**src/rtl/id_ex_stage.sv**
```systemverilog
// ID/EX pipeline register: latches the decode bundle into E, detects load-use hazards, inserts bubbles.
// Latency 1 cycle; stall_e holds E; load-use or flush_e loads a bubble; saturating bubble counters.
module id_ex_stage #(
    parameter int DATA_WIDTH    = 32,
    parameter int REG_ADDR_BITS = 5,
    parameter int STAT_BITS     = 16
) (
    input  logic                     clk,
    input  logic                     reset,
    input  logic                     valid_d,
    input  logic                     reg_write_d,
    input  logic [1:0]               mem_to_reg_d,
    input  logic                     mem_write_d,
    input  logic [1:0]               alu_control_d,
    input  logic                     alu_src_d,
    input  logic [1:0]               reg_dst_d,
    input  logic [5:0]               funct_d,
    input  logic [REG_ADDR_BITS-1:0] rs_d,
    input  logic [REG_ADDR_BITS-1:0] rt_d,
    input  logic [REG_ADDR_BITS-1:0] rd_d,
    input  logic [DATA_WIDTH-1:0]    rd1_d,
    input  logic [DATA_WIDTH-1:0]    rd2_d,
    input  logic [DATA_WIDTH-1:0]    sign_imm_d,
    input  logic [DATA_WIDTH-1:0]    pc_plus4_d,
    input  logic                     flush_e,
    input  logic                     stall_e,
    output logic                     stall_f,
    output logic                     stall_d,
    output logic                     valid_e,
    output logic                     reg_write_e,
    output logic [1:0]               mem_to_reg_e,
    output logic                     mem_write_e,
    output logic [1:0]               alu_control_e,
    output logic                     alu_src_e,
    output logic [1:0]               reg_dst_e,
    output logic [5:0]               funct_e,
    output logic [REG_ADDR_BITS-1:0] rs_e,
    output logic [REG_ADDR_BITS-1:0] rt_e,
    output logic [REG_ADDR_BITS-1:0] rd_e,
    output logic [DATA_WIDTH-1:0]    rd1_e,
    output logic [DATA_WIDTH-1:0]    rd2_e,
    output logic [DATA_WIDTH-1:0]    sign_imm_e,
    output logic [DATA_WIDTH-1:0]    pc_plus4_e,
    output logic [REG_ADDR_BITS-1:0] write_reg_e,
    output logic [STAT_BITS-1:0]     load_use_cnt,
    output logic [STAT_BITS-1:0]     flush_cnt
);

    typedef struct packed {
        logic                     valid;
        logic                     reg_write;
        logic [1:0]               mem_to_reg;
        logic                     mem_write;
        logic [1:0]               alu_control;
        logic                     alu_src;
        logic [1:0]               reg_dst;
        logic [5:0]               funct;
        logic [REG_ADDR_BITS-1:0] rs;
        logic [REG_ADDR_BITS-1:0] rt;
        logic [REG_ADDR_BITS-1:0] rd;
        logic [DATA_WIDTH-1:0]    rd1;
        logic [DATA_WIDTH-1:0]    rd2;
        logic [DATA_WIDTH-1:0]    sign_imm;
        logic [DATA_WIDTH-1:0]    pc_plus4;
    } ex_t;

    ex_t                  ex_q, ex_d;
    logic [STAT_BITS-1:0] load_use_cnt_q, load_use_cnt_d;
    logic [STAT_BITS-1:0] flush_cnt_q, flush_cnt_d;
    logic                 load_use;

    // A load writing $0 never creates a real dependency.
    assign load_use = ex_q.valid && ex_q.reg_write && (ex_q.mem_to_reg == 2'b01)
                   && (ex_q.rt != '0) && valid_d
                   && ((ex_q.rt == rs_d) || (ex_q.rt == rt_d));

    assign stall_f = load_use || stall_e;
    assign stall_d = load_use || stall_e;

    always_comb begin
        ex_d           = ex_q;
        load_use_cnt_d = load_use_cnt_q;
        flush_cnt_d    = flush_cnt_q;
        if (!stall_e) begin
            if (flush_e || load_use) begin
                ex_d = '0;
                if (flush_e) begin
                    if (flush_cnt_q != '1) flush_cnt_d = flush_cnt_q + 1'b1;
                end else if (load_use_cnt_q != '1) begin
                    load_use_cnt_d = load_use_cnt_q + 1'b1;
                end
            end else if (!valid_d) begin
                ex_d = '0;
            end else begin
                ex_d = '{valid: 1'b1, reg_write: reg_write_d, mem_to_reg: mem_to_reg_d,
                         mem_write: mem_write_d, alu_control: alu_control_d,
                         alu_src: alu_src_d, reg_dst: reg_dst_d, funct: funct_d,
                         rs: rs_d, rt: rt_d, rd: rd_d, rd1: rd1_d, rd2: rd2_d,
                         sign_imm: sign_imm_d, pc_plus4: pc_plus4_d};
            end
        end
    end

    always_ff @(posedge clk) begin
        if (reset) begin
            ex_q           <= '0;
            load_use_cnt_q <= '0;
            flush_cnt_q    <= '0;
        end else begin
            ex_q           <= ex_d;
            load_use_cnt_q <= load_use_cnt_d;
            flush_cnt_q    <= flush_cnt_d;
        end
    end

    always_comb begin
        write_reg_e = '0;
        case (ex_q.reg_dst)
            2'b00:   write_reg_e = ex_q.rt;
            2'b01:   write_reg_e = ex_q.rd;
            2'b10:   write_reg_e = REG_ADDR_BITS'(31);
            default: write_reg_e = '0;
        endcase
    end

    assign valid_e       = ex_q.valid;
    assign reg_write_e   = ex_q.reg_write;
    assign mem_to_reg_e  = ex_q.mem_to_reg;
    assign mem_write_e   = ex_q.mem_write;
    assign alu_control_e = ex_q.alu_control;
    assign alu_src_e     = ex_q.alu_src;
    assign reg_dst_e     = ex_q.reg_dst;
    assign funct_e       = ex_q.funct;
    assign rs_e          = ex_q.rs;
    assign rt_e          = ex_q.rt;
    assign rd_e          = ex_q.rd;
    assign rd1_e         = ex_q.rd1;
    assign rd2_e         = ex_q.rd2;
    assign sign_imm_e    = ex_q.sign_imm;
    assign pc_plus4_e    = ex_q.pc_plus4;
    assign load_use_cnt  = load_use_cnt_q;
    assign flush_cnt     = flush_cnt_q;

endmodule

```
**config.mk**
```make
export PLATFORM = sky130hd
export DESIGN_NAME = id_ex_stage
export DESIGN_NICKNAME = d
export VERILOG_FILES = /design/src/rtl/id_ex_stage.sv
export SDC_FILE = /design/constraint.sdc
export NUM_CORES = 1
export LEC_CHECK = 0
export CORE_UTILIZATION = 30
export CTS_BUF_LIST = sky130_fd_sc_hd__clkbuf_8
export CTS_CLUSTER_DIAMETER = 80
export DETAILED_ROUTE_END_ITERATION = 10
export HOLD_SLACK_MARGIN = 0.06
export PLACE_DENSITY = 0.67
export SETUP_SLACK_MARGIN = 0.1
export SLEW_MARGIN = 20
export SYNTH_ARGS = -nofsm -noshare
export SYNTH_HDL_FRONTEND = slang
export SYNTH_SLANG_ARGS = --single-unit
```
**constraint.sdc**
```tcl
create_clock -name clk -period 6.65 [get_ports clk]
set_clock_uncertainty 0.05 [all_clocks]
set_input_delay 1.33 -clock clk [delete_from_list [all_inputs] [get_ports clk]]
set_output_delay 1.33 -clock clk [all_outputs]
set_load 0.01 [all_outputs]
```
==> impl_metrics.json <==
{
  "worstSetupStartpointType": "input port",
  "cp.arrival_ps": 3610,
  "ir_drop_uv": 134,
  "setup_tns_ps": 0,
  "syn_nets": 755,
  "grt_pass1_vias": 5696,
  "maxCapViolations": 0,
  "dr.pass1.iters": 4,
  "final_area_mm2": 0.0109,
  "pwr-share-comb": 0.106,
  "portBuffers": 360,
  "ys_seq_area_frac": 0.571,
  "core_mm2": 0.0218,
  "path_clk_slew_ps": 90,
  "post-cts-setup-buffer-count": 0,
  "antenna_found_initial": 0,
  "cts_resized": 0,
  "clk_latency_ps": 460,
  "ctsHoldBuffers": 0,
  "finalNonFillerCells": 1222,
  "start_util": 0.307,
  "pwr-share-seq": 0.536,
  "rows": 54,
  "ioPinCount": 361,
  "root_buffer": "clkbuf_8",
  "grt_setup_unrepaired": "false",
  "finalCriticalPeriod_ps": 4990,
  "p_switching_w": 0.000599,
  "p_per_area_mw_per_mm2": 204,
  "status": "finished clean",
  "cts_made_buffers": 17,
  "clockBufferDepth": 2,
  "netSwitchingFraction": 0.271,
  "die_h_um": 151,
  "drive_gt1_frac": 0.0488,
  "antennaDiodeCount": 0,
  "setup_viol": 0,
  "vias_per_cell": 4.96,
  "dpl.cell_count": 1190,
  "cts_sinks": 191,
  "grt_pass1_wl_mm": 31.2,
  "grt_overflow": 0,
  "drt_iter0_drc": 277,
  "async_flop_share": 0,
  "tightest_slew_ps": 981,
  "nFillCells": 1995,
  "end_kind": "output pin",
  "place_hpwl_mm": 14.8,
  "crit_required_ps": 5270,
  "wl_per_cell_um": 17.5,
  "ant_nets": 0,
  "area_growth_pct": 62.2,
  "gp_congestion": 0.799,
  "intPower_w": 0.00161,
  "syn_inst": 590,
  "drv_slew": 0,
  "yosysUniqueCellTypes": 43,
  "die_area_mm2": 0.0229,
  "min_path_type": "reg2reg",
  "num_vias": 6066,
  "grt_usage": 0.178,
  "synth_ff_type": "dfxtp_1",
  "grt_max_degree": 153,
  "p_leak_nw": 3.97,
  "fmax_ghz": 0.200,
  "synth-edff-count": 0,
  "cts_tree": "done",
  "wl_mm": 21.4,
  "ys_ff_latch": 191,
  "hold_viol": 0,
  "max_slew_margin": 0.346,
  "route.detailed.drc": 0,
  "nNetsFinal": 1094,
  "placed_area_mm2": 0.0104,
  "critPathMaxFanout": 28,
  "path_class": "in2out",
  "cts-htree-levels": 4,
  "postLayoutCoreUtil": 0.497,
  "yosys_warnings": 0,
  "period_share": 0.751,
  "die_x_um": 151,
  "clockPowerShare": 0.358,
  "avgSynthCellArea_um2": 11.3,
  "synthesis.area_mm2": 0.00669
}
## worst max-delay path: stages
cell and delay, ps:
clkdlybuf4s50_1 430, xor2_1 150, nor3_1 250, a22oi_2 80, buf_4 230, o41ai_1 500
clkdlybuf4s50_1 630
## flip-flops by register name, indices dropped and copies added (netlist names), 6 cells and up
| register | flops |
|---|---|
| rd1_e | 32 |
| load_use_cnt | 16 |
| pc_plus4_e | 32 |
| funct_e | 6 |
| sign_imm_e | 32 |
| flush_cnt | 16 |
| rd2_e | 32 |
## metal layers
| layer | wire, um | global-route usage | part of all wire | vias to the layer above |
|---|---|---|---|---|
| met4 | 508 | 0.0670 | 0.024 | 0 |
| met1 | 9350 | 0.224 | 0.44 | 2896 |
| met5 | 0 | 0 | 0 | - |
| li1 | - | - | - | 2915 |
| met2 | 10200 | 0.280 | 0.48 | 226 |
| met3 | 1370 | 0.0590 | 0.064 | 29 |
## metrics by stage
step                      hold slack, ps  power [W]  setup WS, ps
final                                431    0.00221          1660
after global routing                 449    0.00231          1530
after CTS                            434    0.00225          1630
after detailed placement             404    0.00145          1650
after global placement               404    0.00144          1610
after floorplan                      454    0.00128          2230
## synth_stat cells (4+ instances only)
cell / instances / area (um^2)
or4_1: 9 / 67.6
and3_1: 9 / 56.3
buf_6: 12 / 135
o31ai_1: 10 / 75.1
and4_1: 5 / 43.8
xnor2_1: 10 / 87.6
clkbuf_1: 28 / 105
nor2b_1: 6 / 37.5
xor2_1: 10 / 87.6
nand2_1: 13 / 48.8
nand3_1: 12 / 60.1
nor2_1: 32 / 120
nand4_1: 8 / 50.1
a22o_1: 158 / 1380
mux2_2: 4 / 45.0
nor3_1: 10 / 50.1
dfxtp_1: 191 / 3820
o21ai_0: 8 / 40.0
a21oi_1: 15 / 75.1
## path summary, 6_finish.rpt
path	slack, ps	startpoint	depth (start not counted)	to
worst max-delay path	1660	rt_d[1]	7	stall_d
worst min-delay path	430	rd1_e[8]	1	rd1_e[8]
worst max register to register	3780	rt_e[1]	7	rd1_e[15]
worst min register to register	430	rd1_e[8]	1	rd1_e[8]
## power by group through the flow
stage          Sequential, W  Combinational [W]  Clock, W
2_1_floorplan        0.00122          0.0000614         0
3_3_place_gp         0.00121           0.000234         0
3_5_place_dp         0.00121           0.000237         0
4_1_cts              0.00118           0.000237  0.000825
5_1_grt              0.00119           0.000250  0.000870
6_report             0.00118           0.000235  0.000792
## logic make-up after synthesis
group / after synthesis / synth area share
multiplexers: 6 / 0.00972
flip-flops: 191 / 0.571
adder cells (fa/ha/maj): 2 / 0.00374
buffers and inverters: 47 / 0.0409
AND/OR/NAND/NOR: 124 / 0.101
XOR/XNOR: 20 / 0.0262
AO/OA/AOI/OAI: 200 / 0.247
## placed cells by master, fill, tap and decap left out, types with 2 or more instances in the layout
cell type and instances:
nor2_1 31, a211oi_1 3, nand2b_1 3, mux2_2 4, nand2_1 13, nor2b_1 6, a21oi_1 15, dfxtp_1 191
clkdlybuf4s50_1 360, xnor2_1 10, xor2_1 10, or4_1 9, nand3_1 12, clkbuf_8 17, nor4b_1 3, a22o_1 158
o31ai_1 10, nand4_1 8, mux2i_1 2, clkinv_8 5, and2_1 2, buf_4 4, or3_1 3, and3_1 9
o21ai_0 8, ha_1 2, nor4_1 3, nor3_1 10, inv_8 7, and4_1 5, inv_1 2
## final cells by class
| cell class | instances | area [um^2] | share of cell area |
|---|---|---|---|
| sequential | 191 | 3820 | 0.352 |
| timing repair buffer | 365 | 3650 | 0.337 |
| multi-input combinational | 352 | 2610 | 0.240 |
| tap | 280 | 350 | 0.0323 |
| clock buffer | 17 | 234 | 0.0216 |
| clock inverter | 15 | 183 | 0.0168 |
| inverter | 2 | 7.51 | 0.000691 |
(Power assumes the default switching activity.)
